<file path="config.mk">
export PLATFORM = sky130hd
export DESIGN_NAME = reset_sequencer
export DESIGN_NICKNAME = d
export VERILOG_FILES = /design/src/rtl/reset_sequencer.sv
export SDC_FILE = /design/constraint.sdc
export NUM_CORES = 1
export LEC_CHECK = 0
export BUFFER_PORTS_ARGS = -buffer_cell sky130_fd_sc_hd__buf_4
export CAP_MARGIN = 20
export CORE_ASPECT_RATIO = 1.2
export CORE_MARGIN = 1.5
export CORE_UTILIZATION = 46
export DETAILED_ROUTE_END_ITERATION = 10
export HOLD_SLACK_MARGIN = 0.12
export PLACE_DENSITY = 0.77
export SLEW_MARGIN = 20
export SYNTH_ARGS = -nofsm -noshare
export SYNTH_HDL_FRONTEND = slang
export SYNTH_SLANG_ARGS = --single-unit
</file>
<file path="constraint.sdc">
create_clock -name clk -period 2.1 [get_ports clk]
set_clock_uncertainty 0.05 [all_clocks]
set_input_delay 0.21 -clock clk [delete_from_list [all_inputs] [get_ports clk]]
set_output_delay 0.21 -clock clk [all_outputs]
set_load 0.005 [all_outputs]
</file>
<file path="src/rtl/reset_sequencer.sv">
// Reset sequencer: waits for PLL lock and a debounced button, then releases reset domains in order.
// Optional lock-loss counter built only when RESET_SEQ_FAULT_COUNT_EN is defined.
module reset_sequencer #(
  parameter int NUM_LOCKS       = 2,
  parameter int NUM_STAGES      = 3,
  parameter int DEBOUNCE_CYCLES = 65536,
  parameter int STAGE_DELAY     = 1024
) (
  input  logic                  clk,
  input  logic                  reset_n_i,
  input  logic [NUM_LOCKS-1:0]  lock_i,
  input  logic                  btn_n_i,
  output logic [NUM_STAGES-1:0] reset_o,
  output logic                  ready_o,
  output logic [1:0]            state_o,
  output logic [7:0]            fault_count_o
);

  // state       | meaning
  // HOLD        | all domains in reset, waiting for "good"
  // WAIT_STABLE | "good" must hold for STAGE_DELAY cycles
  // RELEASE     | releasing one domain every STAGE_DELAY cycles
  // RUN         | all domains released, ready_o high
  typedef enum logic [1:0] {
    HOLD        = 2'd0,
    WAIT_STABLE = 2'd1,
    RELEASE     = 2'd2,
    RUN         = 2'd3
  } state_t;

  localparam int DW = (DEBOUNCE_CYCLES > 2) ? $clog2(DEBOUNCE_CYCLES) : 1;
  localparam int SW = (STAGE_DELAY > 2) ? $clog2(STAGE_DELAY) : 1;
  localparam logic [DW-1:0] DB_LAST    = DW'(DEBOUNCE_CYCLES - 1);
  localparam logic [SW-1:0] STAGE_LAST = SW'(STAGE_DELAY - 1);

  logic [NUM_LOCKS-1:0]  lock_s1, lock_s2;
  logic                  btn_s1, btn_s2;
  logic                  btn_db;
  logic [DW-1:0]         db_cnt;
  logic                  lock_ok, good;

  state_t                state_q, state_d;
  logic [SW-1:0]         cnt_q, cnt_d;
  logic [NUM_STAGES-1:0] rst_q, rst_d, rst_shift;
  logic                  ready_q, ready_d;

  always_ff @(posedge clk or negedge reset_n_i) begin
    if (!reset_n_i) begin
      lock_s1 <= '0;
      lock_s2 <= '0;
      btn_s1  <= 1'b0;
      btn_s2  <= 1'b0;
    end else begin
      lock_s1 <= lock_i;
      lock_s2 <= lock_s1;
      btn_s1  <= btn_n_i;
      btn_s2  <= btn_s1;
    end
  end

  // Debounced button starts "pressed" so a full debounce is needed after reset.
  always_ff @(posedge clk or negedge reset_n_i) begin
    if (!reset_n_i) begin
      btn_db <= 1'b0;
      db_cnt <= '0;
    end else if (btn_s2 != btn_db) begin
      if (db_cnt == DB_LAST) begin
        btn_db <= btn_s2;
        db_cnt <= '0;
      end else begin
        db_cnt <= db_cnt + DW'(1);
      end
    end else begin
      db_cnt <= '0;
    end
  end

  assign lock_ok = &lock_s2;
  assign good    = lock_ok & btn_db;

  always_ff @(posedge clk or negedge reset_n_i) begin
    if (!reset_n_i) begin
      state_q <= HOLD;
      cnt_q   <= '0;
      rst_q   <= '1;
      ready_q <= 1'b0;
    end else begin
      state_q <= state_d;
      cnt_q   <= cnt_d;
      rst_q   <= rst_d;
      ready_q <= ready_d;
    end
  end

  assign rst_shift = rst_q << 1;

  always_comb begin
    state_d = state_q;
    cnt_d   = cnt_q;
    rst_d   = rst_q;
    ready_d = 1'b0;
    case (state_q)
      HOLD: begin
        rst_d = '1;
        cnt_d = '0;
        if (good) state_d = WAIT_STABLE;
      end
      WAIT_STABLE, RELEASE: begin
        if (!good) begin
          state_d = HOLD;
          rst_d   = '1;
          cnt_d   = '0;
        end else if (cnt_q == STAGE_LAST) begin
          cnt_d = '0;
          rst_d = rst_shift;
          // Releasing the last domain goes straight to RUN on the same edge.
          if (rst_shift == '0) begin
            state_d = RUN;
            ready_d = 1'b1;
          end else begin
            state_d = RELEASE;
          end
        end else begin
          cnt_d = cnt_q + SW'(1);
        end
      end
      RUN: begin
        if (!good) begin
          state_d = HOLD;
          rst_d   = '1;
          cnt_d   = '0;
        end else begin
          ready_d = 1'b1;
        end
      end
      default: begin
        state_d = HOLD;
        rst_d   = '1;
        cnt_d   = '0;
      end
    endcase
  end

  assign reset_o = rst_q;
  assign ready_o = ready_q;
  assign state_o = state_q;

`ifdef RESET_SEQ_FAULT_COUNT_EN
  logic [7:0] fault_cnt;
  logic       fault_hit;

  // Only lock loss after sequencing has begun releasing domains counts as a fault.
  assign fault_hit = ((state_q == RELEASE) || (state_q == RUN)) && !lock_ok;

  always_ff @(posedge clk or negedge reset_n_i) begin
    if (!reset_n_i) begin
      fault_cnt <= '0;
    end else if (fault_hit && (fault_cnt != 8'hff)) begin
      fault_cnt <= fault_cnt + 8'd1;
    end
  end

  assign fault_count_o = fault_cnt;
`else
  assign fault_count_o = '0;
`endif

endmodule

</file>
==> impl_metrics.yaml, run 1 <==
clock_network:
  numCtsBuffers: 5
  clk_latency_ns: 0.29
  cts_tree: "yes"
  clock-sinks: 39
  h-tree-depth: 2
  clockBufferDepth: 2
  post_cts_buffers: 0
  root_buffer: "clkbuf_8"
  clkTransAtPathRegs_ns: 0.07
power:
  leakage_nw: 0.869
  irDropWorstVdd_v: 0.000479
  power-per-cell-area_nw_per_um2: 600
layout:
  layout-drive-gt1-share: 0.131
  diodes: 0
  fin_area_um2: 2150
  instances_no_fill: 267
  syn2layout_area_growth_pct: 12.4
  fin_nets: 221
synthesis:
  ys_seq_area_frac: 0.511
  syn-cell-area_um2: 1920
  syn_area_per_cell_um2: 9.87
  synth_seq_cells: 39
  ys_warn_count: 0
  syn_inst: 194
  ys.flop_type: "dfrtp_1"
  synthDominantCellAreaShare: 0.470
  async_reset_ff_frac: 1.00
  synth_area_leaders: "dfrtp_1 (47%), xnor2_1 (6.4%), nor2_1 (5.7%)"
  yosysTopAreaCell: "dfrtp_1"
  synth_edf_count: 0
  synth.distinct_cells: 33
drt:
  wl_per_cell_um: 13.0
  num_vias: 1394
  wl_mm: 3.47
  first_iter_violations: 58
  firstDrtPassIters: 4
  remaining_drc_errors: 0
  post_drt_via_cell_ratio: 5.22
  antenna_left: 0
floorplanning:
  fp.dieW_um: 61.9
  die_h_um: 73.7
  core-area_um2: 3970
  num_rows: 25
  initial_core_util: 0.482
  dieArea_um2: 4560
  ioPinCount: 19
timing:
  max_slew_margin: 0.603
  worst_pin_slew_ns: 0.590
  whs_ns: 0.299
  rsz0062_at_grt: "false"
  hold_violations: 0
  fmaxAchievable_mhz: 515
  setup_viol: 0
  period_share: 0.926
  setup_tns_ns: 0
  finalMaxSlewViolations: 0
  fin_crit_ns: 1.94
placement:
  io_buffers: 10
  hpwl_mm: 2.36
  gp_congestion: 0.823
  placedCellCount: 255
  placed_area_um2: 2030
setup_path:
  r2r_start: "cnt_q[0]"
  crit_path_start: "cnt_q[0]"
  cp.depth: 5
  startpoint_type: "flop"
  max_stage_delay_ns: 0.49
  worst_r2r_path_depth: 5
  cp_max_fo: 6
  path_delay_family: "simple AND/OR/NAND/NOR gates"
  reg2reg_slack_ns: 0.16
  endpoint: "ready_o"
  crit_path_cell_trace: "ha_1 -> nand4_2 -> or3_1 -> or4_1 -> a21oi_1"
  required_ns: 2.27
  rr_endpoint: "ready_o"
  critPathBufInv: 0
  critPathCaptureType: "flop"
  path_class: "flop to flop"
  cp_slowest_cell: "or4_1"
  worstPathArrival_ns: 2.11
grt:
  grt_pass1_wl_mm: 6.24
  grt_max_degree: 40
  gr-usage-all-layers: 0.186
  grt_pass1_vias: 1380
  grt_overflow_total: 0
  antenna_found_initial: 0
run_status:
  outcome: "finished clean"
job:
  cap_violations: 0
hold_path:
  hp-class: "flop to flop"
  hold_depth: 0
-- repair_timing --
item,in CTS,in global routing
setup endpoints to repair,0,1
hold endpoints to repair,39,0
hold buffers,4,0
gates resized for setup,0,1
-- logic make-up (layout without fill, tap and decap cells) --
family | Yosys count | after routing | synth area share
compound gates | 20 | 20 | 0.0640
mux | 3 | 3 | 0.0163
xor+xnor | 20 | 20 | 0.0914
buf+inv | 21 | 33 | 0.0575
fa+ha+maj | 4 | 4 | 0.0261
other cells | 1 | 8 | 0.00196
flops | 39 | 39 | 0.511
simple gates | 86 | 86 | 0.231
-- layout make-up --
type | instances | area, µm²
clock inverters | 1 | 5.00
multi-input cells | 141 | 857
clock buffers | 7 | 76.3
flip-flops and latches | 39 | 980
repair buffers | 17 | 138
well taps | 54 | 67.6
fillers | 373 | 1820
inverters | 8 | 30.0
-- flip-flops by register name, summed over array words and instances (netlist names) --
name	cells
db_cnt	16
cnt_q	10
reset_o	3
lock_s1	2
lock_s2	2
state_o	2
btn_db	1
btn_s1	1
btn_s2	1
ready_o	1
-- cells in the mapped netlist (4+ instances only) --
cell and number:
clkbuf_1 4, nand2_1 12, xnor2_1 14, a21oi_1 7
inv_1 8, nand4_1 9, ha_1 4, buf_4 8
nor3_1 4, nor4_1 7, o21ai_0 4, nand3_1 10
dfrtp_1 36, xor2_1 6, nor2_1 29
-- metal layers --
| metal | share of wire | global-route usage |
|---|---|---|
| met4 | 0.014 | 0.0638 |
| met2 | 0.51 | 0.304 |
| met1 | 0.44 | 0.234 |
| met5 | 0 | 0 |
| met3 | 0.030 | 0.0528 |
-- worst min-delay path by stage --
stage                    start         end  slack [ns]
global placement     reset_n_i   db_cnt[2]        0.15
floorplan            reset_n_i      btn_db       -0.14
detailed placement   reset_n_i   db_cnt[2]        0.15
CTS                 lock_s1[0]  lock_s2[0]        0.30
global route        lock_s1[0]  lock_s2[0]        0.31
finish              lock_s1[0]  lock_s2[0]        0.30
-- layout by cell type (no fill, tap or decap), drive strengths merged, types with 8 or more instances in the layout --
cell and n:
nand2 12, buf 13, inv 8, conb 8
dfrtp 36, nand4 10, xnor2 14, nor2 29
nand3 10
-- where the power goes --
group | internal (mW) | switching (mW)
clock | 0.233 | 0.244
sequential | 0.762 | 0.00840
combinational | 0.0158 | 0.0293
total | 1.01 | 0.282
-- metrics by stage --
| stage | setup slack [ns] | total power, mW | utilization |
|---|---|---|---|
| 4_1_cts | 0.105 | 1.30 | 0.541 |
| 3_3_place_gp | 0.216 | 0.822 | 0.510 |
| 5_1_grt | 0.0203 | 1.36 | 0.542 |
| 3_5_place_dp | 0.148 | 0.824 | 0.510 |
| 2_1_floorplan | 0.163 | 0.810 | - |
| 6_report | 0.156 | 1.29 | 0.542 |
No activity file was read; power rests on OpenSTA's default activity.
==> run 2, diff against run 1 <==
Settings changed: PLACE_DENSITY 0.77 to 0.75, SETUP_SLACK_MARGIN set to 0.05.
Clock period 2.1 ns to 2.2 ns, I/O delays scaled along.
==> impl_metrics.yaml, run 2 (synthesis gave the netlist of run 1 again) <==
floorplanning:
  fp.dieW_um: 61.9
  num_rows: 25
  ioPinCount: 19
  dieArea_um2: 4560
  die_h_um: 73.7
  initial_core_util: 0.482
  core-area_um2: 3970
power:
  power_frac_comb: 0.030
  p_int_mw: 1.11
  clkPwrFrac: 0.440
  p_sw_frac: 0.201
  p_sw_mw: 0.279
  p_seq_frac: 0.530
  leakage_nw: 0.884
  power-per-cell-area_nw_per_um2: 636
  irDropWorstVdd_v: 0.000544
layout:
  final_common_cell: "dfrtp_1"
  largest_reg_flops: 16
  final_cell_mix: "dfrtp_1 (36), nor2_1 (29), xnor2_1 (14)"
  diodes: 0
  layout-drive-gt1-share: 0.137
  regMostFlops: "db_cnt"
  nFillCells: 351
  syn2layout_area_growth_pct: 13.9
  fin_nets: 220
  fin_area_um2: 2180
  finish.utilization: 0.549
placement:
  io_buffers: 10
  hpwl_mm: 2.34
  place_ws_ns: 0.163
  placed_area_um2: 2020
  gp_congestion: 0.863
grt:
  grt_overflow_total: 0
  gr-usage-all-layers: 0.182
  grt_pass1_wl_mm: 6.13
  grt_max_degree: 40
  antenna_found_initial: 0
  grt_pass1_vias: 1453
timing:
  period_share: 0.909
  hold_violations: 0
  setup_tns_ns: 0
  worst_pin_slew_ns: 0.550
  max_slew_margin: 0.630
  rsz0062_at_grt: "false"
  fin_crit_ns: 2.00
  setup_viol: 0
  finalMaxSlewViolations: 0
  postLayoutSetupSlackWorst_ns: 0.201
  fmaxAchievable_mhz: 500
  whs_ns: 0.300
clock_network:
  clockBufferDepth: 2
  clock-sinks: 39
  post_cts_buffers: 0
  clkTransAtPathRegs_ns: 0.07
  numCtsBuffers: 5
  root_buffer: "clkbuf_8"
  cts_tree: "yes"
  clk_latency_ns: 0.29
  h-tree-depth: 2
hold_path:
  hp-class: "flop to flop"
  hold_depth: 0
drt:
  first_iter_violations: 84
  wl_per_cell_um: 12.8
  remaining_drc_errors: 0
  post_drt_via_cell_ratio: 5.38
  antenna_left: 0
  wl_mm: 3.40
  num_vias: 1430
  firstDrtPassIters: 4
setup_path:
  worst_r2r_path_depth: 5
  worstPathArrival_ns: 2.17
  path_class: "flop to flop"
  startpoint_type: "flop"
  required_ns: 2.37
  cp_max_fo: 9
  critPathCaptureType: "flop"
run_status:
  outcome: "finished clean"
job:
  cap_violations: 0
[run 2: metal layers]
layer | vias up | routed length, µm | global-route usage
li1 | 699 | - | -
met1 | 700 | 1470 | 0.211
met2 | 24 | 1760 | 0.305
met3 | 7 | 111 | 0.0528
met4 | 0 | 68 | 0.0780
met5 | - | 0 | 0
[run 2: repair_timing]
action / 4_1_cts / 5_1_grt
resized for setup: 0 / 1
hold buffers: 4 / 0
endpoints found under the setup margin: 0 / 1
endpoints found under the hold margin: 39 / 0
[run 2: through the flow]
step / instances / total power, mW
2_1_floorplan: 201 / 0.774
3_3_place_gp: 254 / 0.785
3_5_place_dp: 254 / 0.787
4_1_cts: 266 / 1.41
5_1_grt: 266 / 1.45
6_report: 266 / 1.39
[run 2: critical path, stage by stage, from the launching register on]
cell	delay, ns
dfrtp_1	0.38
ha_1	0.21
nand4_2	0.19
or3_4	0.48
or4_1	0.48
a21oi_1	0.14
[run 2: power groups by stage]
stage / Combinational (mW) / Clock (mW) / Sequential [mW]
2_1_floorplan: 0.0265 / 0 / 0.747
3_3_place_gp: 0.0370 / 0 / 0.748
3_5_place_dp: 0.0381 / 0 / 0.749
4_1_cts: 0.0436 / 0.628 / 0.735
5_1_grt: 0.0513 / 0.661 / 0.736
6_report: 0.0423 / 0.610 / 0.735
[run 2: final cells by class]
class | instances | area, µm² | share of cell area
Clock buffer | 6 | 82.6 | 0.0378
Multi-Input combinational cell | 141 | 857 | 0.393
Timing Repair Buffer | 16 | 130 | 0.0596
Clock inverter | 2 | 35.0 | 0.0161
Inverter | 8 | 30.0 | 0.0138
Sequential cell | 39 | 980 | 0.449
Tap cell | 54 | 67.6 | 0.0310
[run 2: path summary, 6_finish.rpt]
check / startpoint / slack (ns) / endpoint
max: cnt_q[0] / 0.20 / ready_o
min reg2reg: lock_s1[1] / 0.30 / lock_s2[1]
max reg2reg: cnt_q[0] / 0.20 / ready_o
max in group asynchronous: reset_n_i / 1.36 / reset_o[2]
min: lock_s1[1] / 0.30 / lock_s2[1]
min in group asynchronous: reset_n_i / 0.37 / state_o[0]
